`config.mk`:
```
export PLATFORM = sky130hd
export DESIGN_NAME = stream_demux6
export DESIGN_NICKNAME = d
export VERILOG_FILES = /design/src/rtl/stream_demux_pkg.sv /design/src/rtl/demux_slot.sv /design/src/rtl/stream_demux6.sv
export SDC_FILE = /design/constraint.sdc
export NUM_CORES = 1
export LEC_CHECK = 0
export ABC_AREA = 1
export BUFFER_PORTS_ARGS = -buffer_cell sky130_fd_sc_hd__buf_2
export CAP_MARGIN = 20
export CORE_MARGIN = 10
export CORE_UTILIZATION = 50
export DETAILED_ROUTE_END_ITERATION = 8
export GPL_TIMING_DRIVEN = 0
export PLACE_DENSITY = 0.79
export SLEW_MARGIN = 20
export SYNTH_ARGS = -nofsm -noshare
export SYNTH_HDL_FRONTEND = slang
export SYNTH_SLANG_ARGS = --single-unit
```
`constraint.sdc`:
```
create_clock -name clk -period 2.45 [get_ports clk]
set_clock_uncertainty 0.2 [all_clocks]
set_input_delay 0.1225 -clock clk [delete_from_list [all_inputs] [get_ports clk]]
set_output_delay 0.1225 -clock clk [all_outputs]
set_load 0.01 [all_outputs]
```
`src/rtl/stream_demux_pkg.sv`:
```
// Shared definitions for the stream_demux6 slice.
//   NUM_CH       : number of real output channels (6)
//   SEL_W        : width of the channel select (3)
//   sel_t        : channel select type
//   sel_in_range : true when a select value addresses a real channel
package stream_demux_pkg;

  localparam int NUM_CH = 6;
  localparam int SEL_W  = 3;

  typedef logic [SEL_W-1:0] sel_t;

  localparam sel_t SEL_LAST = sel_t'(NUM_CH - 1);

  function automatic logic sel_in_range(sel_t s);
    return (s <= SEL_LAST);
  endfunction

endpackage

```
`src/rtl/demux_slot.sv`:
```
// One-entry holding register with a valid/ready output handshake.
// Ports:
//   clk, reset   : clock, synchronous active-high reset
//   load         : capture load_data this edge (caller guarantees the slot is
//                  empty or being drained in the same cycle)
//   load_data    : payload to capture
//   drain_ready  : consumer takes the held beat this cycle
//   valid, data  : registered slot state
module demux_slot #(
  parameter int WIDTH = 4
) (
  input  logic             clk,
  input  logic             reset,
  input  logic             load,
  input  logic [WIDTH-1:0] load_data,
  input  logic             drain_ready,
  output logic             valid,
  output logic [WIDTH-1:0] data
);

  logic             r_valid;
  logic [WIDTH-1:0] r_data;

  always_ff @(posedge clk) begin
    if (reset) begin
      r_valid <= 1'b0;
      r_data  <= '0;
    end else if (load) begin
      // A load wins over a drain: the old beat leaves, the new one lands.
      r_valid <= 1'b1;
      r_data  <= load_data;
    end else if (r_valid && drain_ready) begin
      // Data is left stale on purpose; only valid matters once drained.
      r_valid <= 1'b0;
    end
  end

  assign valid = r_valid;
  assign data  = r_data;

endmodule

```
`src/rtl/stream_demux6.sv`:
```
// Routes one valid/ready input stream to one of six output channels chosen
// by sel. Each channel is a one-entry register, so a stalled consumer only
// blocks beats addressed to it. Beats with sel 6 or 7 are swallowed and
// reported on sel_err one cycle later.
// Optional build macro: STREAM_DEMUX_DROP_CNT_EN adds an 8-bit saturating
// drop_cnt output counting swallowed beats.
// Ports:
//   clk, reset               : clock, synchronous active-high reset
//   in_valid/in_ready        : input handshake (in_ready never depends on in_valid)
//   sel, in_data             : destination and payload of the input beat
//   out_valid/out_ready [5:0]: per-channel output handshake
//   out_data0..out_data5     : per-channel payload registers
//   sel_err                  : one-cycle pulse after an out-of-range beat is accepted
//   drop_cnt                 : (macro only) saturating count of dropped beats
module stream_demux6
  import stream_demux_pkg::*;
#(
  parameter int WIDTH = 4
) (
  input  logic              clk,
  input  logic              reset,
  input  logic              in_valid,
  output logic              in_ready,
  input  logic [2:0]        sel,
  input  logic [WIDTH-1:0]  in_data,
  output logic [5:0]        out_valid,
  input  logic [5:0]        out_ready,
  output logic [WIDTH-1:0]  out_data0,
  output logic [WIDTH-1:0]  out_data1,
  output logic [WIDTH-1:0]  out_data2,
  output logic [WIDTH-1:0]  out_data3,
  output logic [WIDTH-1:0]  out_data4,
  output logic [WIDTH-1:0]  out_data5,
  output logic              sel_err
`ifdef STREAM_DEMUX_DROP_CNT_EN
  ,
  output logic [7:0]        drop_cnt
`endif
);

  logic [NUM_CH-1:0] w_slot_free;
  logic [NUM_CH-1:0] w_load;
  logic [NUM_CH-1:0] w_valid;
  logic [WIDTH-1:0]  w_data [NUM_CH];
  logic              w_sel_ok;
  logic              w_in_ready;
  logic              w_accept;
  logic              r_sel_err;

  assign w_sel_ok = sel_in_range(sel);

  genvar gi;
  generate
    for (gi = 0; gi < NUM_CH; gi++) begin : g_ch
      // A slot can take a beat when empty or when its current beat leaves now.
      assign w_slot_free[gi] = !w_valid[gi] || out_ready[gi];
      assign w_load[gi]      = w_accept && (sel == sel_t'(gi));

      demux_slot #(
        .WIDTH(WIDTH)
      ) u_slot (
        .clk        (clk),
        .reset      (reset),
        .load       (w_load[gi]),
        .load_data  (in_data),
        .drain_ready(out_ready[gi]),
        .valid      (w_valid[gi]),
        .data       (w_data[gi])
      );
    end
  endgenerate

  // Out-of-range selects are always accepted (and discarded).
  always_comb begin
    w_in_ready = 1'b1;
    for (int k = 0; k < NUM_CH; k++) begin
      if (sel == sel_t'(k)) begin
        w_in_ready = w_slot_free[k];
      end
    end
  end

  assign w_accept = in_valid && w_in_ready;

  always_ff @(posedge clk) begin
    if (reset) begin
      r_sel_err <= 1'b0;
    end else begin
      r_sel_err <= w_accept && !w_sel_ok;
    end
  end

`ifdef STREAM_DEMUX_DROP_CNT_EN
  logic [7:0] r_drop_cnt;

  always_ff @(posedge clk) begin
    if (reset) begin
      r_drop_cnt <= 8'd0;
    end else if (w_accept && !w_sel_ok && (r_drop_cnt != 8'hFF)) begin
      r_drop_cnt <= r_drop_cnt + 8'd1;
    end
  end

  assign drop_cnt = r_drop_cnt;
`endif

  assign in_ready  = w_in_ready;
  assign out_valid = w_valid;
  assign sel_err   = r_sel_err;
  assign out_data0 = w_data[0];
  assign out_data1 = w_data[1];
  assign out_data2 = w_data[2];
  assign out_data3 = w_data[3];
  assign out_data4 = w_data[4];
  assign out_data5 = w_data[5];

endmodule

```
# == Word level (Yosys, flattened, before mapping) ==
# Index checks and enable logic that the tools add are counted.
# totals
reg_bits,31
n_memories,0
word_cells,71
mem_bits_ro,0
ramBits,0
latch_bits,0
# op_classes
multipliers,0
div_mod_pow,0
order_cmp,1
n_eq_ne,5
addsub,0
n_reduce_logical,34
bitwise_logic,0
shift,0
mux,18
# op_table
operator,count
$mux 1,18
$logic_and 1x1->1,14
$reduce_bool 2->1,6
$logic_not 1->1,7
$eq 3x2->1 const B,2
$eq 3x3->1 const B,2
$logic_or 1x1->1,6
$eq 3x1->1 const B,1
$le 3x3->1 const B,1
$logic_not 3->1,1

# == Depth between registers and ports, before layout ==
# Gate-level depths: netlist of run 1.
# depth
depth_word,11
mapped_depth,11

# == Hierarchy ==
# A second synthesis of run 1 with hierarchy kept.
# hier_totals
hier_cells,173
hier_area_um2,1263.7
# by_module_without_submodules
module,n_inst,area_per_inst_um2,cells_each
demux_slot,6,173.9,22
stream_demux6,1,220.2,41

# == Worst setup path after synthesis of run 1 ==
# Ideal clock, no wire load.
# synth_timing
path_kind,reg2reg
startpoint,register g_ch[3].u_slot.r_valid
endpoint,"register r_sel_err, in the netlist sel_err"
path_slack_ns,0.999
stages_incl_launch_ff,10
arrival_ns,1.185
setup_ns,0.066
path_buffers,0
period_less_slack_ns,1.451
path_cell_list,dfxtp_1 > inv_1 > nor2_1 > nand2_1 > nand2_1 > nor2_2 > nand2_2 > a21boi_0 > nand4_1 > nor2_1
# synth_between
elab_chain_len,7
# synth_lines
element,line,rtl
start: declaration,demux_slot.sv:21,logic r_valid;
start signal: assignment,demux_slot.sv:26,r_valid <= 1'b0;
start signal: assignment,demux_slot.sv:30,r_valid <= 1'b1;
start signal: assignment,demux_slot.sv:34,r_valid <= 1'b0;
$logic_not 1->1,stream_demux6.sv:56,assign w_slot_free[gi] = !w_valid[gi] || out_ready[gi];
$logic_or 1x1->1,stream_demux6.sv:56,
$mux 1 (3 in a row),stream_demux6.sv:77,if (sel == sel_t'(k)) begin
named net in_ready,stream_demux6.sv:23,"output logic in_ready,"
$logic_and 1x1->1,stream_demux6.sv:83,assign w_accept = in_valid && w_in_ready;
$logic_and 1x1->1,stream_demux6.sv:89,r_sel_err <= w_accept && !w_sel_ok;
end signal: assignment,stream_demux6.sv:89,
end: declaration,stream_demux6.sv:48,logic r_sel_err;
# The timed path passes the listed nets, and every way through them passes these cells.
# A chain may end at the register's enable or synchronous reset.

# == Final worst setup path of run 1 ==
# layout_timing
startpoint,input sel[2]
endpoint,register g_ch[1].u_slot.r_valid
# layout_between
elab_chain_len,10
# layout_lines
element,line,rtl
start: declaration,stream_demux6.sv:24,"input logic [2:0] sel,"
$logic_not 3->1,stream_demux6.sv:77,
$mux 1 (6 in a row),stream_demux6.sv:77,
$logic_and 1x1->1,stream_demux6.sv:83,
$logic_and 1x1->1 (*),stream_demux6.sv:57,assign w_load[gi] = w_accept && (sel == sel_t'(gi));
$mux 1 or $reduce_bool 2->1 (tied branches),n/a,
end signal: assignment,demux_slot.sv:26,
end signal: assignment,demux_slot.sv:30,
end signal: assignment,demux_slot.sv:34,
end: declaration,demux_slot.sv:21,
# Mark *: on every way between the ends. The rest lies on a longest branch, timed or not.

==> results of run 1 <==
worst reg2reg max path, cell delays in order (launching register included):
cell	delay, ns
dfxtp_1	0.32
nand2_1	0.09
nor2_1	0.05
nor2_1	0.12
nand2_2	0.09
nand2_4	0.11
nand4_2	0.23
a21oi_1	0.19
dlygate4sd3_1	0.55
registers in the layout, indices dropped and copies added (netlist names):
name and count:
g_ch.u_slot.data 24, g_ch.u_slot.valid 6, sel_err 1
final timing paths:
check	cells after the start	from	end	slack (ns)
min	3	in_valid	g_ch[3].u_slot.valid	0.09
max	11	sel[2]	g_ch[1].u_slot.valid	0.24
min reg2reg	2	g_ch[4].u_slot.valid	g_ch[4].u_slot.valid	0.31
max reg2reg	8	g_ch[0].u_slot.valid	g_ch[1].u_slot.valid	0.46
area by class of cell:
type                       count  area, um^2
fill                         229       864.6
sequential                    31       620.6
multi-input combinational    137       601.8
timing repair buffer          59       360.3
inverter                      39       146.4
buffer                         9       60.06
clock buffer                   6       41.29
tap                           31       38.79
per-layer routing:
layer | up-vias | share of wire (%) | track usage [%] | routed length, um
met5 | - | 0 | 0 | 0
li1 | 764 | - | - | -
met4 | 0 | 1.3 | 5.590 | 46
met3 | 6 | 8.6 | 6.729 | 300
met1 | 600 | 44 | 14.58 | 1521
met2 | 39 | 46 | 22.35 | 1610
power breakdown:
part / switching, mW / leakage (nW) / total [mW] / internal [mW]
registers: 0.00727 / 0.252 / 0.527 / 0.520
clock network: 0.161 / 0.0242 / 0.263 / 0.102
logic: 0.0749 / 0.827 / 0.131 / 0.0557
per-stage QoR:
stage               area (um^2)  instances  hold slack [ns]
floorplan                  1429        216        -0.008434
global placement           1698        293           0.1881
detailed placement         1698        293           0.1934
CTS                        1869        312          0.08377
global route               1869        312           0.1075
finish                     1869        312          0.08746
cells by family after synthesis:
| kind of cell | count (synthesis) | synth area share [%] |
|---|---|---|
| simple gates | 130 | 39.49 |
| buf+inv | 48 | 14.45 |
| flops | 31 | 43.43 |
| compound gates | 7 | 2.627 |
layout by cell type (no fill, tap or decap), types with 2 or more instances in the layout:
cell type / netlist / final
dlygate4sd3_1: 0 / 13
nand2_2: 2 / 2
nand4_2: 6 / 6
clkbuf_4: 0 / 5
buf_4: 6 / 6
nor2_1: 57 / 57
nand2_1: 57 / 57
buf_2: 3 / 49
inv_2: 2 / 2
a21oi_1: 5 / 5
nand3_1: 4 / 4
inv_1: 37 / 37
dfxtp_1: 31 / 31
==> results.sh, run 1 <==
export IMPL_ys_types=17
export IMPL_cts_sinks=31
export IMPL_wl_per_cell_um=11.14
export IMPL_cts_max_path_buffers=2
export IMPL_p_per_area_nw_per_um2=492.4
export IMPL_max_cap_viol_count=0
export IMPL_htreeDepth=2
export IMPL_path_delay_family="buffers and inverters"
export IMPL_fin_ws_ns=0.2408
export IMPL_grt_pass1_wl_um=5906
export IMPL_globalRouteOverflowTotal=0
export IMPL_vias=1409
export IMPL_synth_top_area_share_pct=43.43
export IMPL_die_h_um=73.46
export IMPL_postSynthAreaPerCell_um2=6.615
export IMPL_min_path_type="in2reg"
export IMPL_vdd_drop_max_v=0.0004238
export IMPL_relSlewSlack_pct=76.98
export IMPL_timing_fmax_mhz=452.7
export IMPL_rsz0062_at_grt="false"
export IMPL_groute_usage_overall_pct=13.65
export IMPL_synth_fp_nets=232
export IMPL_ys_ff_latch=31
export IMPL_slowest_delay_ns=0.55
export IMPL_status="completed"
export IMPL_area_delta_synth_final_pct=30.82
export IMPL_synth_common_cells="nand2_1, nor2_1, inv_1, dfxtp_1"
export IMPL_setup_viol=0
export IMPL_die_area_um2=5396
export IMPL_fin_util_pct=68.38
export IMPL_root_buffer="clkbuf_4"
export IMPL_seq_area_frac_synth_pct=43.43
export IMPL_grt_max_degree=11
export IMPL_drive_gt1_share_pct=25.62
export IMPL_timing_final_crit_share_pct=90.17
export IMPL_clock_latency_ns=0.33
export IMPL_critPathKind="in2reg"
export IMPL_finalWirelength_um=3477
export IMPL_synth_edff_count=0
export IMPL_first_iter_violations=67
export IMPL_slowest_stage="dlygate4sd3_1"
export IMPL_cts_reportedPaths_clkPinSlew_ns=0.09
export IMPL_drtAntennaViolNets=0
export IMPL_start_util_pct=52.27
export IMPL_drc=0
export IMPL_die_x_um=73.46
export IMPL_cts_buffers=5
export IMPL_hold_violations=0
export IMPL_gp_congestion=0.8800
export IMPL_netlist_area_um2=1429
export IMPL_cp_arrival_ns=2.29
export IMPL_dp_slack_ns=0.8775
export IMPL_synthFlopType="dfxtp_1"
export IMPL_first_pass_iters=6
export IMPL_yosys_warnings=0
export IMPL_cp_end_kind="register"
export IMPL_hpwl_um=2592
export IMPL_ios=48
export IMPL_port_buffers=46
export IMPL_cts_resized=0
export IMPL_finalMaxSlewViolations=0
export IMPL_total_leakage_power_nw=1.103
export IMPL_synth_top_area_cell="dfxtp_1"
export IMPL_grt_pass1_vias=1372
export IMPL_path_max_fanout=9
export IMPL_startpoint_type="input pin"
export IMPL_netlist_top_cells_area="dfxtp_1, nand2_1, nor2_1"
export IMPL_path_cells="dlygate4sd3_1 > buf_2 > inv_2 > nand3_1 > nor2_1 > nor2_1 > nand2_2 > nand2_4 > nand4_2 > a21oi_1 > dlygate4sd3_1"
export IMPL_min_period_ns=2.209
export IMPL_cp_buffers_inverters=4
export IMPL_postSynthCellCount=216
export IMPL_viasPerCell=4.516
export IMPL_worstMarginPinSlew_ns=0.3427
export IMPL_async_reset_ff_share_pct=0
export IMPL_cts_tree="built"
export IMPL_finalSetupTns_ns=0
export IMPL_cts_setup_buffers=0
export IMPL_diodes=0
export IMPL_rows=19
export IMPL_cts_hold_buffers=13
export IMPL_power_mw=0.9205
export IMPL_required_ns=2.53
export IMPL_coreArea_um2=2734
export IMPL_num_nets_final=298
export IMPL_antenna_found_initial=0
Note: power is estimated with default switching activity, not from simulation.
==> inputs of run 2 (changes only) <==
--- a/config.mk
+++ b/config.mk
@@ -8,7 +8,6 @@
 export ABC_AREA = 1
 export BUFFER_PORTS_ARGS = -buffer_cell sky130_fd_sc_hd__buf_2
 export CAP_MARGIN = 20
-export CORE_MARGIN = 10
 export CORE_UTILIZATION = 50
 export DETAILED_ROUTE_END_ITERATION = 8
 export GPL_TIMING_DRIVEN = 0
==> run 2 against run 1 <==
Die area shrank 43%. Utilization is 1.1 points higher. First-iteration DRC count is 57% lower. Clock-buffer cell count unchanged. Critical path type unchanged. Largest cell class unchanged.
==> results.sh, run 2 (synthesized netlist as in run 1, its figures left out) <==
export IMPL_status="completed"
export IMPL_antenna_found_initial=0
export IMPL_start_util_pct=52.27
export IMPL_power_share_combinational_pct=12.6
export IMPL_p_per_area_nw_per_um2=543.2
export IMPL_relSlewSlack_pct=76.62
export IMPL_first_pass_iters=4
export IMPL_diodes=0
export IMPL_intPower_mw=0.7858
export IMPL_cp_arrival_ns=2.19
export IMPL_required_ns=2.47
export IMPL_timing_final_crit_share_pct=88.33
export IMPL_coreArea_um2=2734
export IMPL_gp_congestion=0.8322
export IMPL_seqCellArea_um2=620.6
export IMPL_cts_sinks=31
export IMPL_max_cap_viol_count=0
export IMPL_min_period_ns=2.164
export IMPL_globalRouteOverflowTotal=0
export IMPL_finalWirelength_um=3070
export IMPL_die_h_um=55.46
export IMPL_die_x_um=55.46
export IMPL_num_nets_final=298
export IMPL_clock_latency_ns=0.33
export IMPL_wl_per_cell_um=9.808
export IMPL_fin_util_pct=69.47
export IMPL_swShare_pct=23.84
export IMPL_drive_gt1_share_pct=25.89
export IMPL_grt_max_degree=11
export IMPL_power_switching_mw=0.2459
export IMPL_die_area_um2=3075
export IMPL_cts_max_path_buffers=2
export IMPL_drtAntennaViolNets=0
export IMPL_p_seq_share_pct=51.1
export IMPL_cts_setup_buffers=0
export IMPL_final_cell_mix="nand2_1, nor2_1, buf_2"
export IMPL_vias=1435
export IMPL_placed_area_um2=1698
export IMPL_cts_buffers=5
export IMPL_drc=0
export IMPL_r2r_cells=8
export IMPL_hold_violations=0
export IMPL_rows=19
export IMPL_fillers=246
export IMPL_largest_reg_flops=24
export IMPL_min_path_type="in2reg"
export IMPL_rsz0062_at_grt="false"
export IMPL_clock_power_share_pct=36.3
export IMPL_critPathKind="in2reg"
export IMPL_hold_worst_slack_ns=0.09846
export IMPL_min_path_cells=3
export IMPL_ios=48
export IMPL_root_buffer="clkbuf_4"
export IMPL_area_delta_synth_final_pct=32.92
export IMPL_power_mw=1.032
export IMPL_total_leakage_power_nw=1.117
export IMPL_cts_reportedPaths_clkPinSlew_ns=0.09
export IMPL_startpoint_type="input pin"
export IMPL_htreeDepth=2
export IMPL_first_iter_violations=29
export IMPL_worstMarginPinSlew_ns=0.3481
export IMPL_finalSetupTns_ns=0
export IMPL_vdd_drop_max_v=0.0004872
export IMPL_setup_viol=0
export IMPL_multi_input_area_um2=601.8
export IMPL_timing_fmax_mhz=462.1
export IMPL_groute_usage_overall_pct=21.25
export IMPL_hpwl_um=2178
export IMPL_port_buffers=46
export IMPL_viasPerCell=4.585
export IMPL_cts_tree="built"
export IMPL_grt_pass1_wl_um=5140
export IMPL_fin_area_um2=1899
export IMPL_finalMaxSlewViolations=0
export IMPL_cp_end_kind="register"
export IMPL_path_max_fanout=9
export IMPL_grt_pass1_vias=1211
-- run 2: worst paths after layout --
path / to / start / slack [ns]
setup / recovery: g_ch[0].u_slot.valid / sel[2] / 0.29
hold / removal: g_ch[3].u_slot.valid / in_valid / 0.1
setup reg to reg: g_ch[0].u_slot.valid / g_ch[1].u_slot.valid / 0.49
hold reg to reg: g_ch[4].u_slot.valid / g_ch[4].u_slot.valid / 0.30
-- run 2: repair_timing --
| action | 4_1_cts | 5_1_grt |
|---|---|---|
| endpoints found under the hold margin | 31 | 0 |
| resized for setup | 0 | 0 |
| hold buffers | 13 | 0 |
-- run 2: worst max-delay path, stage by stage --
cell           delay [ns]
dlygate4sd3_1        0.53
buf_2                0.15
inv_2                0.09
nand3_1              0.10
nor2_1               0.17
nor2_2               0.06
nand2_2              0.08
nand2_4              0.08
nand4_2              0.17
a21oi_1              0.08
dlygate4sd3_1        0.55
-- run 2: power groups by stage --
| stage | logic (mW) | registers [mW] | clock network [mW] |
|---|---|---|---|
| floorplan | 0.0601 | 0.546 | 0 |
| global placement | 0.112 | 0.539 | 0 |
| detailed placement | 0.115 | 0.539 | 0 |
| CTS | 0.130 | 0.527 | 0.385 |
| global route | 0.144 | 0.530 | 0.419 |
| finish | 0.130 | 0.527 | 0.375 |
-- run 2: layout make-up --
type | instances | share of cell area (%)
clock buffer | 6 | 2.174
timing repair buffer | 59 | 18.97
multi-input combinational | 137 | 31.69
tap | 31 | 2.042
clock inverter | 1 | 1.581
sequential | 31 | 32.67
buffer | 9 | 3.162
inverter | 39 | 7.707
-- run 2: layer usage --
metal / vias up / wire length, um / global-route usage (%)
met5: - / 0 / 0
met4: 0 / 46 / 7.500
met3: 6 / 231 / 8.197
met2: 41 / 1472 / 35.11
met1: 628 / 1320 / 25.04
li1: 760 / - / -
-- run 2: stage by stage --
step                      cells  setup WS (ns)
final                       313         0.2858
after global placement      293         0.9181
after detailed placement    293         0.8708
after global routing        313         0.1107
after CTS                   313         0.2831
after floorplan             216         0.9994
==> inputs of run 3 (changes only) <==
--- a/config.mk
+++ b/config.mk
@@ -5,13 +5,12 @@
 export SDC_FILE = /design/constraint.sdc
 export NUM_CORES = 1
 export LEC_CHECK = 0
-export ABC_AREA = 1
 export BUFFER_PORTS_ARGS = -buffer_cell sky130_fd_sc_hd__buf_2
 export CAP_MARGIN = 20
 export CORE_UTILIZATION = 50
 export DETAILED_ROUTE_END_ITERATION = 8
 export GPL_TIMING_DRIVEN = 0
-export PLACE_DENSITY = 0.79
+export PLACE_DENSITY = 0.81
 export SLEW_MARGIN = 20
 export SYNTH_ARGS = -nofsm -noshare
 export SYNTH_HDL_FRONTEND = slang
==> run 3 against run 2 <==
Non-clock buffer count grew 6. Register-to-register slack better by 0.48 ns. Sequential share of layout area rose by 2.5 points. Area after synthesis is 11% lower. Sequential cell count did not move. Clock power grew 11%. Combinational power is 14% lower. Highest routed layer unchanged. Largest cell class unchanged. Sequential power down 1%. Fmax rose by 4.4%. Critical endpoint is now g_ch[4].u_slot.valid. Largest power group unchanged. Total power up 1.6%.
==> results.sh, run 3 <==
export IMPL_rsz0062_at_grt="false"
export IMPL_antenna_found_initial=0
export IMPL_cp_arrival_ns=2.14
export IMPL_ys_types=25
export IMPL_max_cap_viol_count=0
export IMPL_htreeDepth=2
export IMPL_total_leakage_power_nw=0.9233
export IMPL_drtAntennaViolNets=0
export IMPL_synth_common_cells="dfxtp_1, nor2_1, mux2i_1, buf_4, nand2b_1"
export IMPL_min_period_ns=2.074
export IMPL_timing_fmax_mhz=482.2
export IMPL_postSynthCellCount=130
export IMPL_globalRouteOverflowTotal=0
export IMPL_final_cell_mix="buf_2, dfxtp_1, nor2_1"
export IMPL_yosys_cell_count_top_type="dfxtp_1"
export IMPL_swShare_pct=22.60
export IMPL_seq_area_frac_synth_pct=48.96
export IMPL_p_seq_share_pct=49.6
export IMPL_cts_sinks=31
export IMPL_cts_hold_buffers=14
export IMPL_gp_congestion=0.7969
export IMPL_required_ns=2.52
export IMPL_largest_reg_flops=24
export IMPL_synth_top_area_cell="dfxtp_1"
export IMPL_fin_util_pct=76.80
export IMPL_vias=1168
export IMPL_die_x_um=52.35
export IMPL_synth_edff_count=0
export IMPL_relSlewSlack_pct=69.09
export IMPL_yosys_warnings=0
export IMPL_first_pass_iters=4
export IMPL_hold_worst_slack_ns=0.03461
export IMPL_clock_power_share_pct=39.7
export IMPL_final_common_cell="buf_2"
export IMPL_die_h_um=52.35
export IMPL_synth_fp_nets=146
export IMPL_grt_pass1_wl_um=4705
export IMPL_async_reset_ff_share_pct=0
export IMPL_grt_pass1_vias=1113
export IMPL_worstMarginPinSlew_ns=0.4636
export IMPL_hpwl_um=1998
export IMPL_path_max_fanout=4
export IMPL_cts_buffers=5
export IMPL_power_switching_mw=0.2370
export IMPL_cts_setup_buffers=0
export IMPL_p_per_area_nw_per_um2=594.4
export IMPL_power_mw=1.049
export IMPL_ys_ff_latch=31
export IMPL_cts_reportedPaths_clkPinSlew_ns=0.10
export IMPL_postSynthAreaPerCell_um2=9.750
export IMPL_hold_violations=0
export IMPL_synthFlopType="dfxtp_1"
export IMPL_port_buffers=47
export IMPL_drive_gt1_share_pct=33.67
export IMPL_start_util_pct=55.17
export IMPL_critPathKind="in2reg"
export IMPL_min_path_type="in2reg"
export IMPL_finalSetupTns_ns=0
export IMPL_netlist_top_cells_area="dfxtp_1, mux2i_1, nor2_1"
export IMPL_diodes=0
export IMPL_area_delta_synth_final_pct=39.19
export IMPL_power_share_combinational_pct=10.7
export IMPL_coreArea_um2=2297
export IMPL_timing_final_crit_share_pct=84.64
export IMPL_status="completed"
export IMPL_finalWirelength_um=2949
export IMPL_rows=17
export IMPL_viasPerCell=5.145
export IMPL_cts_tree="built"
export IMPL_wl_per_cell_um=12.99
export IMPL_netlist_area_um2=1267
export IMPL_vdd_drop_max_v=0.0005157
export IMPL_grt_max_degree=11
export IMPL_startpoint_type="input pin"
export IMPL_cts_resized=0
export IMPL_finalMaxSlewViolations=0
export IMPL_clock_latency_ns=0.33
export IMPL_synth_top_area_share_pct=48.96
export IMPL_drc=0
export IMPL_num_nets_final=214
export IMPL_root_buffer="clkbuf_4"
export IMPL_die_area_um2=2741
export IMPL_ios=48
export IMPL_cp_end_kind="register"
export IMPL_first_iter_violations=45
export IMPL_groute_usage_overall_pct=23.92
export IMPL_final_cells=227
export IMPL_intPower_mw=0.8117
export IMPL_setup_viol=0
export IMPL_cts_max_path_buffers=2
export IMPL_place_inst=205
run 3: worst paths after layout:
path | depth (start not counted) | startpoint | end | slack, ns
worst min-delay path | 4 | sel[0] | g_ch[2].u_slot.valid | 0.03
worst max register to register | 4 | g_ch[5].u_slot.valid | g_ch[5].u_slot.data[0] | 0.97
worst max-delay path | 6 | in_valid | g_ch[4].u_slot.valid | 0.38
worst min register to register | 2 | g_ch[5].u_slot.data[3] | g_ch[5].u_slot.data[3] | 0.30
run 3: cell families (layout without fill, tap and decap cells):
| logic type | Yosys count | after routing | share of synthesized area [%] |
|---|---|---|---|
| DFF | 31 | 31 | 48.96 |
| and+or+nand+nor | 51 | 51 | 20.73 |
| AOI/OAI and AO/OA | 10 | 10 | 4.837 |
| muxes | 24 | 24 | 18.95 |
| buffers and inverters | 14 | 83 | 6.515 |
run 3: area by class of cell:
class / instances / area (um^2)
well taps: 28 / 35.03
flip-flops and latches: 31 / 620.6
multi-input cells: 85 / 564.3
fillers: 174 / 533.0
plain buffers: 13 / 78.83
repair buffers: 61 / 375.4
inverters: 1 / 3.754
clock buffers: 6 / 51.30
clock inverters: 2 / 35.03
run 3: worst max-delay path, cell delays in order:
cell,delay (ns)
dlygate4sd3_1,0.53
buf_2,0.14
nand3_1,0.07
dlygate4sd3_1,0.57
a21oi_1,0.14
dlygate4sd3_1,0.57
run 3: per-stage QoR:
| step | setup slack [ns] | instance area (um^2) |
|---|---|---|
| 3_3_place_gp | 0.9218 | 1538 |
| 6_report | 0.3762 | 1764 |
| 2_1_floorplan | 1.110 | 1267 |
| 3_5_place_dp | 0.8178 | 1538 |
| 5_1_grt | 0.3040 | 1764 |
| 4_1_cts | 0.4369 | 1764 |
run 3: power by group through the flow:
stage               Combinational [mW]  Sequential (mW)  Clock [mW]
floorplan                       0.0510            0.536           0
global placement                0.0916            0.531           0
detailed placement              0.0944            0.532           0
CTS                              0.110            0.520       0.421
global route                     0.123            0.521       0.442
finish                           0.112            0.520       0.417
run 3: per-layer routing:
| layer | vias up | track usage, % | part of all wire (%) |
|---|---|---|---|
| li1 | 568 | - | - |
| met1 | 532 | 27.82 | 44 |
| met2 | 66 | 40.08 | 46 |
| met3 | 2 | 9.275 | 8.8 |
| met4 | 0 | 7.456 | 0.44 |
| met5 | - | 0 | 0 |
